$ cat src/rtl/mem_port_arbiter.sv
// Arbitrates an instruction-fetch port and a data port onto one single-port memory,
// one command in flight at a time, with a bounded starvation guard for fetches.
module mem_port_arbiter #(
   parameter int unsigned STARVE_LIMIT = 4
) (
   input  logic        clk_i,
   input  logic        rst_ni,
   input  logic        if_req_i,
   input  logic [31:0] if_addr_i,
   output logic [31:0] if_rdata_o,
   output logic        if_ack_o,
   input  logic        dm_req_i,
   input  logic        dm_we_i,
   input  logic [31:0] dm_addr_i,
   input  logic [31:0] dm_wdata_i,
   output logic [31:0] dm_rdata_o,
   output logic        dm_ack_o,
   output logic        mem_req_o,
   output logic        mem_we_o,
   output logic [31:0] mem_addr_o,
   output logic [31:0] mem_wdata_o,
   input  logic [31:0] mem_rdata_i,
   input  logic        mem_ready_i,
   output logic        stall_if_o,
   output logic        stall_mem_o
);

   typedef enum logic [1:0] {IDLE, FETCH, DATA} state_e;

   localparam logic [2:0] LIMIT = 3'(STARVE_LIMIT);

   state_e      state_q, state_d;
   logic [2:0]  starve_q, starve_d;
   logic        mem_we_q, mem_we_d;
   logic [31:0] mem_addr_q, mem_addr_d;
   logic [31:0] mem_wdata_q, mem_wdata_d;
   logic        if_ack_q, if_ack_d;
   logic        dm_ack_q, dm_ack_d;
   logic [31:0] if_rdata_q, if_rdata_d;
   logic [31:0] dm_rdata_q, dm_rdata_d;
   logic        if_elig, dm_elig;

   // A requester sitting in its ack cycle is still holding req; it must not be re-served.
   assign if_elig = if_req_i & ~if_ack_q;
   assign dm_elig = dm_req_i & ~dm_ack_q;

   always_comb begin
      state_d     = state_q;
      starve_d    = starve_q;
      mem_we_d    = mem_we_q;
      mem_addr_d  = mem_addr_q;
      mem_wdata_d = mem_wdata_q;
      if_ack_d    = 1'b0;
      dm_ack_d    = 1'b0;
      if_rdata_d  = if_rdata_q;
      dm_rdata_d  = dm_rdata_q;
      case (state_q)
         IDLE: begin
            if (if_elig && (!dm_elig || starve_q == LIMIT)) begin
               state_d    = FETCH;
               mem_we_d   = 1'b0;
               mem_addr_d = if_addr_i;
               starve_d   = 3'd0;
            end else if (dm_elig) begin
               state_d     = DATA;
               mem_we_d    = dm_we_i;
               mem_addr_d  = dm_addr_i;
               mem_wdata_d = dm_wdata_i;
               if (if_elig && starve_q != LIMIT) starve_d = starve_q + 3'd1;
            end
         end
         FETCH: begin
            if (mem_ready_i) begin
               state_d    = IDLE;
               if_ack_d   = 1'b1;
               if_rdata_d = mem_rdata_i;
            end
         end
         DATA: begin
            if (mem_ready_i) begin
               state_d  = IDLE;
               dm_ack_d = 1'b1;
               if (!mem_we_q) dm_rdata_d = mem_rdata_i;
            end
         end
         default: state_d = IDLE;
      endcase
   end

   always_ff @(posedge clk_i or negedge rst_ni) begin
      if (!rst_ni) begin
         state_q     <= IDLE;
         starve_q    <= 3'd0;
         mem_we_q    <= 1'b0;
         mem_addr_q  <= 32'd0;
         mem_wdata_q <= 32'd0;
         if_ack_q    <= 1'b0;
         dm_ack_q    <= 1'b0;
         if_rdata_q  <= 32'd0;
         dm_rdata_q  <= 32'd0;
      end else begin
         state_q     <= state_d;
         starve_q    <= starve_d;
         mem_we_q    <= mem_we_d;
         mem_addr_q  <= mem_addr_d;
         mem_wdata_q <= mem_wdata_d;
         if_ack_q    <= if_ack_d;
         dm_ack_q    <= dm_ack_d;
         if_rdata_q  <= if_rdata_d;
         dm_rdata_q  <= dm_rdata_d;
      end
   end

   assign mem_req_o   = (state_q != IDLE);
   assign mem_we_o    = mem_we_q;
   assign mem_addr_o  = mem_addr_q;
   assign mem_wdata_o = mem_wdata_q;
   assign if_ack_o    = if_ack_q;
   assign dm_ack_o    = dm_ack_q;
   assign if_rdata_o  = if_rdata_q;
   assign dm_rdata_o  = dm_rdata_q;
   assign stall_if_o  = if_req_i & ~if_ack_q;
   assign stall_mem_o = dm_req_i & ~dm_ack_q;

endmodule

$ cat config.mk
export PLATFORM = sky130hd
export DESIGN_NAME = mem_port_arbiter
export DESIGN_NICKNAME = d
export VERILOG_FILES = /design/src/rtl/mem_port_arbiter.sv
export SDC_FILE = /design/constraint.sdc
export NUM_CORES = 1
export LEC_CHECK = 0
export CAP_MARGIN = 20
export CORE_ASPECT_RATIO = 0.6
export CORE_MARGIN = 4
export CORE_UTILIZATION = 65
export CTS_BUF_LIST = sky130_fd_sc_hd__clkbuf_16
export CTS_CLUSTER_DIAMETER = 60
export DETAILED_ROUTE_END_ITERATION = 7
export DONT_BUFFER_PORTS = 1
export PLACE_DENSITY_LB_ADDON = 0.08
export SKIP_CTS_REPAIR_TIMING = 1
export SLEW_MARGIN = 10
export SYNTH_ARGS = -nofsm -noshare
export SYNTH_HDL_FRONTEND = slang
export SYNTH_SLANG_ARGS = --single-unit
$ cat constraint.sdc
create_clock -name clk_i -period 3.5 [get_ports clk_i]
set_input_delay 0.525 -clock clk_i [delete_from_list [all_inputs] [get_ports clk_i]]
set_output_delay 0.525 -clock clk_i [all_outputs]
set_load 0.005 [all_outputs]
==> metrics.md <==
| Metric | Value |
|---|---|
| Crit Path Max Fanout | `35` |
| Max-slew violations | `0` |
| Post-synthesis compound-gate area fraction | `0.0485` |
| Critical path startpoint | `starve_q[0]` |
| Fill cells | `480` |
| DIE AREA | `0.0102 mm2` |
| Yosys top cell area share | `0.611` |
| Violated checks | `negative hold slack` |
| Initial Utilization | `0.688` |
| Simple-Gate Fraction of Synth Area | `0.0811` |
| Xor and xnor fraction of the mapped netlist area | `0.00157` |
| Routed Antenna Nets | `0` |
| Initial antenna violation count | `0` |
| Reg clk slew, reported paths | `about 0.060 ns` |
| Synth Instances | `between 400 and 500` |
| Commonest cells after routing, fill and taps aside | `dfrtp_1, nand2_1, mux2_2, nor2_1, a31oi_1` |
| Diode count | `0` |
| WL final | `between 10,000 and 15,000 um` |
| FMAX | `around 0.37 GHz` |
| Largest net degree at the start of global routing | `about 140` |
| PwrDens | `~1100 mW/mm2` |
| Synth area leaders | `dfrtp_1, mux2_2, mux2_4` |
| RSZ-0062 raised after global routing | `no` |
| Die X | `128 um` |
| Post-Route Skew | `0.00629 ns` |
| Wire per inst | `24.0 um` |
| Remaining routing DRC violations | `0` |
| CP Data Required Time | `about 3.8 ns` |
| GRT Util Overall | `0.257` |
| Slew margin rel. | `0.379` |
| CTS sink cnt | `136` |
| Multiplexer area fraction after synthesis | `0.216` |
| Core box area | `0.00810 mm2` |
| Mapped Area | `roughly 0.0056 mm2` |
| Htree depth | `4` |
| Vias in the first global route | `3,423` |
| Synth Register Bits | `around 140` |
| Die Height | `roughly 80 um` |
| Max VDD drop | `around 560 uV` |
| Final hold slack | `-0.188 ns` |
| CP endpoint kind | `flop` |
| Post-detail-place hpwl | `approximately 9400 um` |
| Layout cells sized above 1 | `0.276` |
| Final hold violation count | `~140` |
| First-pass DRT Iterations | `5` |
| Post-Syn Area per Cell | `between 10 and 15 um2` |
| CP Class | `flop to flop` |
| Outcome | `complete, but fails checks` |
| Clock root buffer master | `clkbuf_16` |
| PortBufs | `0` |
| Post-synthesis adder-cell area fraction | `0.0112` |
| Clock Path Buffers | `2` |
| Number of distinct library cells after synthesis | `29` |
| Total grt overflow | `0` |
| Post-layout min period | `~2.7 ns` |
| Crit path arrival time | `between 2 and 3 ns` |
| Final worst slack | `between 0.8 and 0.9 ns` |
| Post-Place Setup Slack | `roughly 0.80 ns` |
| Worst Setup Start Kind | `flop` |
| Final setup violation count | `0` |
| Seq/Total Area, Yosys | `0.611` |
| Iteration-0 DRC count of the detailed router | `230` |
| Worst Tran Pin Value | `just over 0.9 ns` |
| Most common cell after layout, fill and taps aside | `dfrtp_1` |
| Synth area leader | `dfrtp_1` |
| Worst r2r src | `starve_q[0]` |
| Final nets | `about 560` |
| Area Growth Syn to Fin | `12.4%` |
| TritonCTS clock tree | `done` |
| Maxcap violations | `0` |
| Leak | `about 2.9 nW` |
| Clk_lat worst skew | `0.41 ns` |
| Routability-driven placement congestion ratio | `~0.82` |
| Synth Net Count | `~560` |
| Hold crit path type | `input port to async pin` |
| # IOs | `roughly 270` |
| Ys Warns | `0` |
| Largest family of logic cells by synthesized area | `multiplexers` |
| Vias per cell | `about 6` |
| Fin Setup TNS | `0 ns` |
| Final period util | `0.766` |
| First-pass GRT wire length | `slightly below 20,000 um` |
| Detailed-route via count | `roughly 3,300` |
| Final total power | `between 6 and 7 mW` |
| Num CTS Buffers | `17` |
| Rows | `25` |
==> logic make-up (layout without fill, tap and decap cells) <==
family,Yosys count,after routing
compound gates,40,40
xor+xnor,1,1
fa+ha+maj,5,5
buf+inv,32,45
flops,136,136
mux,97,97
simple gates,111,111
==> path summary, 6_finish.rpt <==
kind                       cells past startpoint  slack, ns               to
setup / recovery                               6       0.82  mem_wdata_o[22]
hold / removal                                 0      -0.19   if_rdata_o[30]
setup reg to reg                               6       0.82  mem_wdata_o[22]
hold reg to reg                                1       0.53   dm_rdata_o[17]
max in group asynchronous                      0       3.51   mem_addr_o[28]
min in group clk_i                             1       0.25   dm_rdata_o[16]
==> synth_stat cells <==
cell and n:
dfrtp_1 136, nand2_1 67, mux2_2 51, nor2_1 33, a31oi_1 32, mux2_4 30, buf_2 17, mux2_1 16
inv_1 7, ha_1 5, buf_6 3, and2_1 2, buf_4 2, clkbuf_1 2, nand3_1 2, nor2b_1 2
nor3_1 2, o22ai_1 2, a21oi_1 1, a22o_1 1, inv_2 1, nand2_4 1, nand2b_1 1, nand2b_4 1
o21a_1 1, o21a_4 1, o21ai_1 1, o21ai_4 1, xor2_1 1
==> power by group <==
group	total, mW	internal [mW]	switching [mW]
logic	1.70	0.942	0.760
clock network	1.96	1.32	0.638
registers	3.09	2.38	0.707
total	6.75	4.65	2.10
==> registers in the layout, summed over array words and instances, names as in the netlist <==
name,flops
mem_addr_o,32
if_rdata_o,32
mem_wdata_o,32
state_q,2
if_ack_o,1
dm_rdata_o,32
mem_we_o,1
dm_ack_o,1
starve_q,3
==> stage by stage <==
step	instance area, um2	util	instances	hold slack, ns
after global placement	5600	0.692	511	0.232
after CTS	6260	0.773	543	-0.208
after detailed placement	5600	0.692	511	0.232
after floorplan	5570	-	422	0.229
after global routing	6260	0.773	543	-0.218
final	6260	0.773	543	-0.188
==> final cells by class <==
cell class / instances / area [um2] / area share
repair buffers: 5 / 37.5 / 0.00599
inverters: 8 / 30.0 / 0.00480
flip-flops and latches: 136 / 3400 / 0.543
well taps: 108 / 135 / 0.0216
clock buffers: 17 / 425 / 0.0679
multi-input cells: 254 / 2000 / 0.319
clock inverters: 15 / 233 / 0.0372
==> routing by layer <==
layer,part of all wire,up-vias,global-route usage
li1,-,1444,-
met4,0.020,0,0.115
met5,0,-,0
met2,0.51,182,0.416
met3,0.12,20,0.129
met1,0.35,1629,0.289
==> critical path, stage by stage (launching register included) <==
cell and delay (ns):
dfrtp_1 0.35, inv_1 0.06, ha_1 0.18, and2_1 0.17, o21ai_4 0.72, nand2_4 0.57
mux2_1 0.47
No activity file was read; power rests on OpenSTA's default activity.
